**config.mk**
```make
export PLATFORM = sky130hd
export DESIGN_NAME = peripheral_system_debounced_pio
export DESIGN_NICKNAME = d
export VERILOG_FILES = /design/src/rtl/peripheral_system_debounced_pio.sv
export SDC_FILE = /design/constraint.sdc
export NUM_CORES = 1
export LEC_CHECK = 0
export BUFFER_PORTS_ARGS = -buffer_cell sky130_fd_sc_hd__buf_2
export CELL_PAD_IN_SITES_DETAIL_PLACEMENT = 0
export CELL_PAD_IN_SITES_GLOBAL_PLACEMENT = 2
export CORE_MARGIN = 10
export CORE_UTILIZATION = 34
export CTS_BUF_LIST = sky130_fd_sc_hd__clkbuf_4
export DETAILED_ROUTE_END_ITERATION = 8
export PLACE_DENSITY = 0.79
export SETUP_SLACK_MARGIN = 0.3
export SLEW_MARGIN = 20
export SYNTH_ARGS = -nofsm -noshare
export SYNTH_HDL_FRONTEND = slang
export SYNTH_SLANG_ARGS = --single-unit
export TNS_END_PERCENT = 100
```
**constraint.sdc**
```tcl
create_clock -name clk -period 2.2 [get_ports clk]
set_input_delay 0.22 -clock clk [delete_from_list [all_inputs] [get_ports clk]]
set_output_delay 0.22 -clock clk [all_outputs]
set_load 0.03 [all_outputs]
```
**src/rtl/peripheral_system_debounced_pio.sv**
```systemverilog
// Debounced parallel input port: synchronizes and debounces WIDTH inputs, captures
// enabled rise/fall edges and raises a level interrupt through a small register map.
module peripheral_system_debounced_pio #(
    parameter int unsigned      WIDTH           = 3,
    parameter int unsigned      DEBOUNCE_CYCLES = 1000,
    parameter logic [WIDTH-1:0] RISE_EN_RESET   = {WIDTH{1'b1}}
) (
    input  logic             clk,
    input  logic             reset_n,
    input  logic [2:0]       address,
    input  logic             chipselect,
    input  logic             write_n,
    input  logic [31:0]      writedata,
    input  logic [WIDTH-1:0] in_port,
    output logic             irq,
    output logic [31:0]      readdata
);

    localparam int unsigned CNT_W = (DEBOUNCE_CYCLES == 0) ? 1 : $clog2(DEBOUNCE_CYCLES + 1);

    localparam logic [2:0] ADDR_DEB     = 3'd0;
    localparam logic [2:0] ADDR_RAW     = 3'd1;
    localparam logic [2:0] ADDR_MASK    = 3'd2;
    localparam logic [2:0] ADDR_CAP     = 3'd3;
    localparam logic [2:0] ADDR_RISE_EN = 3'd4;
    localparam logic [2:0] ADDR_FALL_EN = 3'd5;

    logic [WIDTH-1:0] s1_q, s1_d, s2_q, s2_d;
    logic [WIDTH-1:0] deb_q, deb_d, deb_prev_q, deb_prev_d;
    logic [WIDTH-1:0] mask_q, mask_d, cap_q, cap_d;
    logic [WIDTH-1:0] rise_en_q, rise_en_d, fall_en_q, fall_en_d;
    logic [31:0]      readdata_q, readdata_d;
    logic [WIDTH-1:0] wdata, rise_evt, fall_evt;
    logic             wr_en;
    logic             unused_wdata;

    assign unused_wdata = &{1'b0, writedata};

    // Per-bit debounce: deb follows s2 only after it has differed for DEBOUNCE_CYCLES clocks
    if (DEBOUNCE_CYCLES == 0) begin : g_bypass
        assign deb_d = s2_q;
    end else begin : g_cnt
        logic [CNT_W-1:0] cnt_q [WIDTH];
        logic [CNT_W-1:0] cnt_d [WIDTH];

        always_comb begin
            deb_d = deb_q;
            for (int i = 0; i < int'(WIDTH); i++) begin
                cnt_d[i] = cnt_q[i];
                if (s2_q[i] == deb_q[i]) begin
                    cnt_d[i] = '0;
                end else if (cnt_q[i] == CNT_W'(DEBOUNCE_CYCLES - 1)) begin
                    deb_d[i] = s2_q[i];
                    cnt_d[i] = '0;
                end else begin
                    cnt_d[i] = cnt_q[i] + CNT_W'(1);
                end
            end
        end

        always_ff @(posedge clk or negedge reset_n) begin
            if (!reset_n) begin
                for (int i = 0; i < int'(WIDTH); i++) cnt_q[i] <= '0;
            end else begin
                for (int i = 0; i < int'(WIDTH); i++) cnt_q[i] <= cnt_d[i];
            end
        end
    end

    assign rise_evt = deb_q & ~deb_prev_q & rise_en_q;
    assign fall_evt = ~deb_q & deb_prev_q & fall_en_q;

    // Register writes, edge capture (set wins over clear) and read mux
    always_comb begin
        s1_d       = in_port;
        s2_d       = s1_q;
        deb_prev_d = deb_q;
        wr_en      = chipselect & ~write_n;
        wdata      = writedata[WIDTH-1:0];
        mask_d     = mask_q;
        rise_en_d  = rise_en_q;
        fall_en_d  = fall_en_q;
        cap_d      = cap_q;
        readdata_d = '0;

        if (wr_en) begin
            case (address)
                ADDR_MASK:    mask_d    = wdata;
                ADDR_CAP:     cap_d     = cap_q & ~wdata;
                ADDR_RISE_EN: rise_en_d = wdata;
                ADDR_FALL_EN: fall_en_d = wdata;
                default:      ;
            endcase
        end
        cap_d = cap_d | rise_evt | fall_evt;

        case (address)
            ADDR_DEB:     readdata_d = 32'(deb_q);
            ADDR_RAW:     readdata_d = 32'(s2_q);
            ADDR_MASK:    readdata_d = 32'(mask_q);
            ADDR_CAP:     readdata_d = 32'(cap_q);
            ADDR_RISE_EN: readdata_d = 32'(rise_en_q);
            ADDR_FALL_EN: readdata_d = 32'(fall_en_q);
            default:      readdata_d = '0;
        endcase
    end

    always_ff @(posedge clk or negedge reset_n) begin
        if (!reset_n) begin
            s1_q       <= '0;
            s2_q       <= '0;
            deb_q      <= '0;
            deb_prev_q <= '0;
            mask_q     <= '0;
            cap_q      <= '0;
            rise_en_q  <= RISE_EN_RESET;
            fall_en_q  <= '0;
            readdata_q <= '0;
        end else begin
            s1_q       <= s1_d;
            s2_q       <= s2_d;
            deb_q      <= deb_d;
            deb_prev_q <= deb_prev_d;
            mask_q     <= mask_d;
            cap_q      <= cap_d;
            rise_en_q  <= rise_en_d;
            fall_en_q  <= fall_en_d;
            readdata_q <= readdata_d;
        end
    end

    assign readdata = readdata_q;
    assign irq      = |(cap_q & mask_q);

endmodule

```
==> metrics.txt, run 1 <==
status completed; leakage power 0.00143 uW; setup TNS 0 ns; DR DRC count 0; Post-Syn Instances 276; dpl hpwl 4010 um; Crit Path Max Fanout 5; initial antenna violation count 0; num rows 33; Critical R2R Launch g_cnt.cnt_q[20]; CP Launch Point g_cnt.cnt_q[20]; max_cap viols 0; antenna viol nets, final 0; most common cell after layout, fill and taps aside dfrtp_1; Tcrit/Tclk final 77.2%; n_diodes 0; Post-synth ARST share 100%; Post-Route Utilization 38.2%; most frequent cells in the layout dfrtp_1 (54), nor2_1 (30), conb_1 (29); vias in the first global route 1961; GRT Total Usage 8.89%; Setup crit start kind flop; Num CTS Buffers 9; Final nets 351; Core Area ~8300 um2; Critical Path End Type flop; unique cell type count in the Yosys netlist 45; post-CTS sizing 0; fmax 589 MHz; CTS tree done; WP data arrival 1.97 ns; placed insts 396; Pwr per Cell Area 641 nW/um2; Max Root-Sink Buffers 2; Seq. cell area 1430 um2; clock skew 0.0179 ns; final instance area 3160 um2; global route overflow 0; Die H 112 um; drt initial violations 64; top_reg_cell synth dfrtp_1; Clk Latency, worst-skew pair 0.40 ns; Synth Cell Area 2900 um2; Final Hold Viols 0; Post-synth EDFFs 0; IO Pins 75; hold crit path type input pin to flop; crit path time final 1.70 ns; RSZ-0062 raised after global routing no; Initial Utilization roughly a third; post-cts hold buffer count 4; Slew HR 57.6%; DR pass1 iterations 4; Synth Warn # 0; CTS H-tree depth 3; Avg Vias per Cell approximately 4.7; Placed Area 3020 um2; Layout fillers 838; Port Buffer Count 16; peak supply drop around 0.27 mV; layout cells sized above 1 about a fifth; Slew @ Worst Pin about 0.64 ns; average cell area after synthesis roughly 11 um2; CTS Sinks 57; Required @ worst endpoint 2.47 ns; register area share after synthesis 49.3%; global-route wire length before repair 9380 um; Root Buffer clkbuf_4; Area Growth Syn to Fin 8.84%; Slew Limit Fails 0; Setup CP Type flop to flop; gpl congestion 0.764; multi-input logic area 1330 um2; #FFs+latches synth 57; Die ar. 12600 um2; die width 112 um; Setup Fix Bufs, Post-CTS 0; routed len/inst 13.1 um; largest net degree at the start of global routing 33; HP Start writedata[1]; vias post-DR 1936; final setup vio count 0; post-route non-filler standard cell count approximately 420; WL final 5440 um; clock-pin slew on the worst setup and hold paths 0.10 ns
## through the flow
step	hold slack (ns)	total power, uW	setup WS [ns]
2_1_floorplan	-0.0756	1400	0.629
3_3_place_gp	0.283	1440	0.502
3_5_place_dp	0.289	1440	0.505
4_1_cts	0.0844	2070	0.489
5_1_grt	0.0976	2140	0.386
6_report	0.114	2020	0.502
## synthesized netlist by cell type (2+ instances only)
master | number | area share [%]
dfrtp_1 | 54 | 47
nor2_1 | 30 | 3.9
buf_4 | 29 | 7.5
nand2_1 | 26 | 3.4
mux2_2 | 15 | 5.8
nand3_1 | 13 | 2.2
a21oi_1 | 11 | 1.9
xor2_1 | 10 | 3.0
xnor2_1 | 9 | 2.7
and3_1 | 7 | 1.5
inv_1 | 6 | 0.78
nand4_1 | 6 | 1.3
o21ai_0 | 6 | 1.0
a21o_1 | 3 | 0.78
a31oi_1 | 3 | 0.65
dfstp_2 | 3 | 2.7
ha_1 | 3 | 1.3
nand2b_1 | 3 | 0.65
nand3b_1 | 3 | 0.78
and3_4 | 2 | 0.78
buf_2 | 2 | 0.35
mux2i_1 | 2 | 0.69
mux4_2 | 2 | 1.6
nor2b_1 | 2 | 0.43
nor3_1 | 2 | 0.35
nor4_1 | 2 | 0.43
o22ai_1 | 2 | 0.43
or2_2 | 2 | 0.43
or3_1 | 2 | 0.43
## where the power goes
group	switching [uW]	total, uW	internal [uW]	leakage (uW)
sequential	48.2	1170	1120	0.000752
combinational	163	255	92.3	0.000623
clock	373	600	227	0.0000601
## worst max-delay path, cell delays in order, from the launching register on
cell and delay, ns:
dfrtp_1 0.42, ha_1 0.25, nand2_1 0.11, or4b_4 0.53
o211ai_2 0.17, a31oi_1 0.09
## worst paths after layout
check	depth (start not counted)	slack, ns	to
worst max-delay path	5	0.50	g_cnt.cnt_q[27]
worst min-delay path	2	0.11	mask_q[1]
worst max register to register	5	0.50	g_cnt.cnt_q[27]
worst min register to register	0	0.36	s2_q[1]
max in group asynchronous	3	1.17	rise_en_q[1]
min in group asynchronous	2	0.37	g_cnt.cnt_q[22]
## per-layer routing
metal  GRT usage [%]  share of wire [%]  vias up
met5               0                  0        -
met3            3.62                3.3        5
li1                -                  -      965
met2            13.5                 47       35
met1            11.3                 49      931
met4            2.71               0.84        0
## sequential cells by signal, indices dropped and copies added, names as in the netlist
name	cells
cap_q	3
readdata	3
rise_en_q	3
fall_en_q	3
mask_q	3
g_cnt.cnt_q	30
deb_prev_d	3
deb_prev_q	3
s1_q	3
s2_q	3
## area by class of cell
cell class | count | area share (%)
well taps | 105 | 4.16
multi-input cells | 210 | 42.0
repair buffers | 22 | 4.68
inverters | 6 | 0.713
clock inverters | 6 | 0.793
clock buffers | 10 | 2.38
flip-flops and latches | 57 | 45.3
## cells by family (layout without fill, tap and decap cells)
family          Yosys count  after routing  synth area share (%)
buf+inv                  37             44                  8.63
flops                    57             57                  49.3
xor+xnor                 19             19                  5.74
mux                      19             19                  8.07
other cells               1             29                 0.129
simple gates            107            107                  19.6
fa+ha+maj                 3              3                  1.29
compound gates           33             33                  7.25
Note: power is estimated with default switching activity, not from simulation.
==> inputs of run 2 (changes only) <==
--- a/config.mk
+++ b/config.mk
@@ -5,11 +5,12 @@
 export SDC_FILE = /design/constraint.sdc
 export NUM_CORES = 1
 export LEC_CHECK = 0
+export ABC_AREA = 1
 export BUFFER_PORTS_ARGS = -buffer_cell sky130_fd_sc_hd__buf_2
 export CELL_PAD_IN_SITES_DETAIL_PLACEMENT = 0
 export CELL_PAD_IN_SITES_GLOBAL_PLACEMENT = 2
 export CORE_MARGIN = 10
-export CORE_UTILIZATION = 34
+export CORE_UTILIZATION = 32
 export CTS_BUF_LIST = sky130_fd_sc_hd__clkbuf_4
 export DETAILED_ROUTE_END_ITERATION = 8
 export PLACE_DENSITY = 0.79
==> constraint.sdc (replaced) <==
create_clock -name clk -period 1.72 [get_ports clk]
set_input_delay 0.172 -clock clk [delete_from_list [all_inputs] [get_ports clk]]
set_output_delay 0.172 -clock clk [all_outputs]
set_load 0.03 [all_outputs]
==> run 2 against run 1 <==
Compared with the run above:
- non-clock buffer count up 2
- utilization shrank 1.7 points
- synthesized cell count up 25%
- clock-buffer cell count shrank 1
- clock power up 80%
- die area rose by 6.9%
- largest cell class unchanged
==> metrics.txt, run 2 <==
Final nets roughly 420; most common cell in the netlist nand2_1; top_reg_cell synth dfrtp_1; hold crit path type input pin to flop; routed len/inst 11.8 um; gpl congestion between 0.7 and 0.8; worst r2r dst g_cnt.cnt_q[16]; most common cell after layout, fill and taps aside nand2_1; Max Root-Sink Buffers 2; Synth Cell Area 2960 um2; Reg2Reg Setup Slack 0.44 ns; CTS H-tree depth 3; Clk Latency, worst-skew pair ~0.4 ns; DR pass1 iterations 4; CP endpoint irq; GRT Total Usage 9.47%; global-route wire length before repair around 10000 um; initial antenna violation count 1; largest net degree at the start of global routing between 50 and 60; most area-consuming cells after synthesis dfrtp_1 (46%), buf_4 (7.6%), nand2_1 (7.6%); Synth top area share 45.6%; most frequent cells in the layout nand2_1 (60), nor2_1 (58), dfrtp_1 (54); Initial Utilization 32.5%; Setup CP Type flop to output port; max reg flops 30; clock-pin slew on the worst setup and hold paths around 0.10 ns; post-route non-filler standard cell count 495; DR DRC count 0; Final Hold Viols 0; Synth Warn # 0; status completed; CTS tree done; Required @ worst endpoint 1.55 ns; Area Growth Syn to Fin 12.4%; Avg Vias per Cell 4.34; Pwr per Cell Area 897 nW/um2; Synth top cells by count nand2_1 (60), nor2_1 (58), dfrtp_1 (54); register area share after synthesis 48.3%; Root Buffer clkbuf_4; leakage power roughly 0.0015 uW; Post-synth EDFFs 0; Tcrit/Tclk final 81.1%; #FFs+latches synth 57; final setup vio count 0; clock skew approximately 0.013 ns; Layout fillers 970; average cell area after synthesis 8.58 um2; Setup crit start kind flop; die width 116 um; WP data arrival ~1.2 ns; layout cells sized above 1 between 15 and 20%; vias post-DR 2148; multi-input logic area 1290 um2; global route overflow 0; num rows 35; Port Buffer Count 16; Slew Limit Fails 0; IO Pins 75; Critical R2R Launch g_cnt.cnt_q[10]; Largest Register g_cnt.cnt_q; vias in the first global route 2199; Core Area 9110 um2; largest area contributor in the netlist dfrtp_1; R2R depth 6; antenna viol nets, final 0; WL final roughly 6000 um; max_cap viols 0; Post-synth ARST share 100%; RSZ-0062 raised after global routing yes; placed insts 471; peak supply drop 0.499 mV; Die ar. 13500 um2; dpl hpwl 4250 um; CTS Sinks 57; crit path time final 1.39 ns; fmax slightly above 700 MHz; drt initial violations 57; Post-Syn Instances 345; unique cell type count in the Yosys netlist 32; Seq. cell area 1430 um2; Critical Path End Type output port; Crit Path Max Fanout 2; Num CTS Buffers 9; power consumption 2990 uW; CP Launch Point mask_q[0]; setup TNS 0 ns; Die H between 100 and 150 um
run 2: cell count changes in the layout (fill, tap and decap cells not counted), moves of 4 or more:
| cell | change |
|---|---|
| inv_2 | +4 |
| xor2_1 | -4 |
| and3_1 | -7 |
| nand2_1 | +34 |
| mux2_2 | -15 |
| nand3_1 | +6 |
| nor2_2 | +5 |
| o21ai_1 | +7 |
| inv_1 | +27 |
| nor3_1 | +6 |
| nand3_2 | +4 |
| nor2_1 | +28 |
| xnor2_1 | -6 |
run 2: stage by stage:
stage / instance area [um2] / utilization, % / hold slack, ns / setup slack, ns
2_1_floorplan: 3070 / - / -0.124 / 0.565
3_3_place_gp: 3080 / 33.8 / 0.207 / 0.408
3_5_place_dp: 3080 / 33.8 / 0.208 / 0.393
4_1_cts: 3290 / 36.2 / 0.00220 / 0.310
5_1_grt: 3330 / 36.5 / 0.00710 / 0.251
6_report: 3330 / 36.5 / 0.0140 / 0.326
run 2: worst min-delay path by stage:
stage,cells after the start,start,to
after floorplan,0,reset_n,cap_q[0]
after global placement,2,reset_n,g_cnt.cnt_q[3]
after detailed placement,2,reset_n,g_cnt.cnt_q[6]
after CTS,3,writedata[2],fall_en_q[2]
after global routing,3,writedata[2],fall_en_q[2]
final,3,writedata[2],fall_en_q[2]
run 2: layout make-up:
cell class / count / area share [%]
repair buffers: 24 / 5.11
flip-flops and latches: 57 / 43.0
clock buffers: 9 / 2.03
clock inverters: 7 / 2.56
diodes: 1 / 0.0752
inverters: 37 / 4.17
multi-input cells: 249 / 38.9
well taps: 111 / 4.17
run 2: per-layer routing:
layer / share of wire (%) / routed length, um / vias up / global-route usage [%]
li1: - / - / 1112 / -
met2: 45 / 2670 / 40 / 13.8
met5: 0 / 0 / - / 0
met3: 3.6 / 209 / 13 / 1.80
met1: 48 / 2840 / 983 / 12.7
met4: 2.5 / 147 / 0 / 5.75
run 2: power by group:
| group | internal, uW | leakage, uW | switching, uW |
|---|---|---|---|
| Clock | 575 | 0.0000808 | 506 |
| Sequential | 1440 | 0.000746 | 60.2 |
| Combinational | 119 | 0.000710 | 282 |
| Total | 2140 | 0.00154 | 849 |
run 2: worst max-delay path, stage by stage (launching register included):
cell,delay (ns)
dfrtp_1,0.38
inv_2,0.04
o211ai_1,0.21
buf_4,0.20
run 2: cells by family after synthesis:
kind of cell | Yosys count | synth area share [%]
compound gates | 30 | 5.79
flops | 57 | 48.3
other cells | 1 | 0.127
buf+inv | 67 | 12.3
xor+xnor | 12 | 4.31
fa+ha+maj | 3 | 1.27
simple gates | 175 | 27.9
run 2: timing repair:
item                                   CTS  global route
endpoints found under the hold margin   59             0
gates resized for setup                  1             5
hold buffers                             6             0
buffers inserted                         0             1
pin swaps                                0             1
setup endpoints to repair                1            13
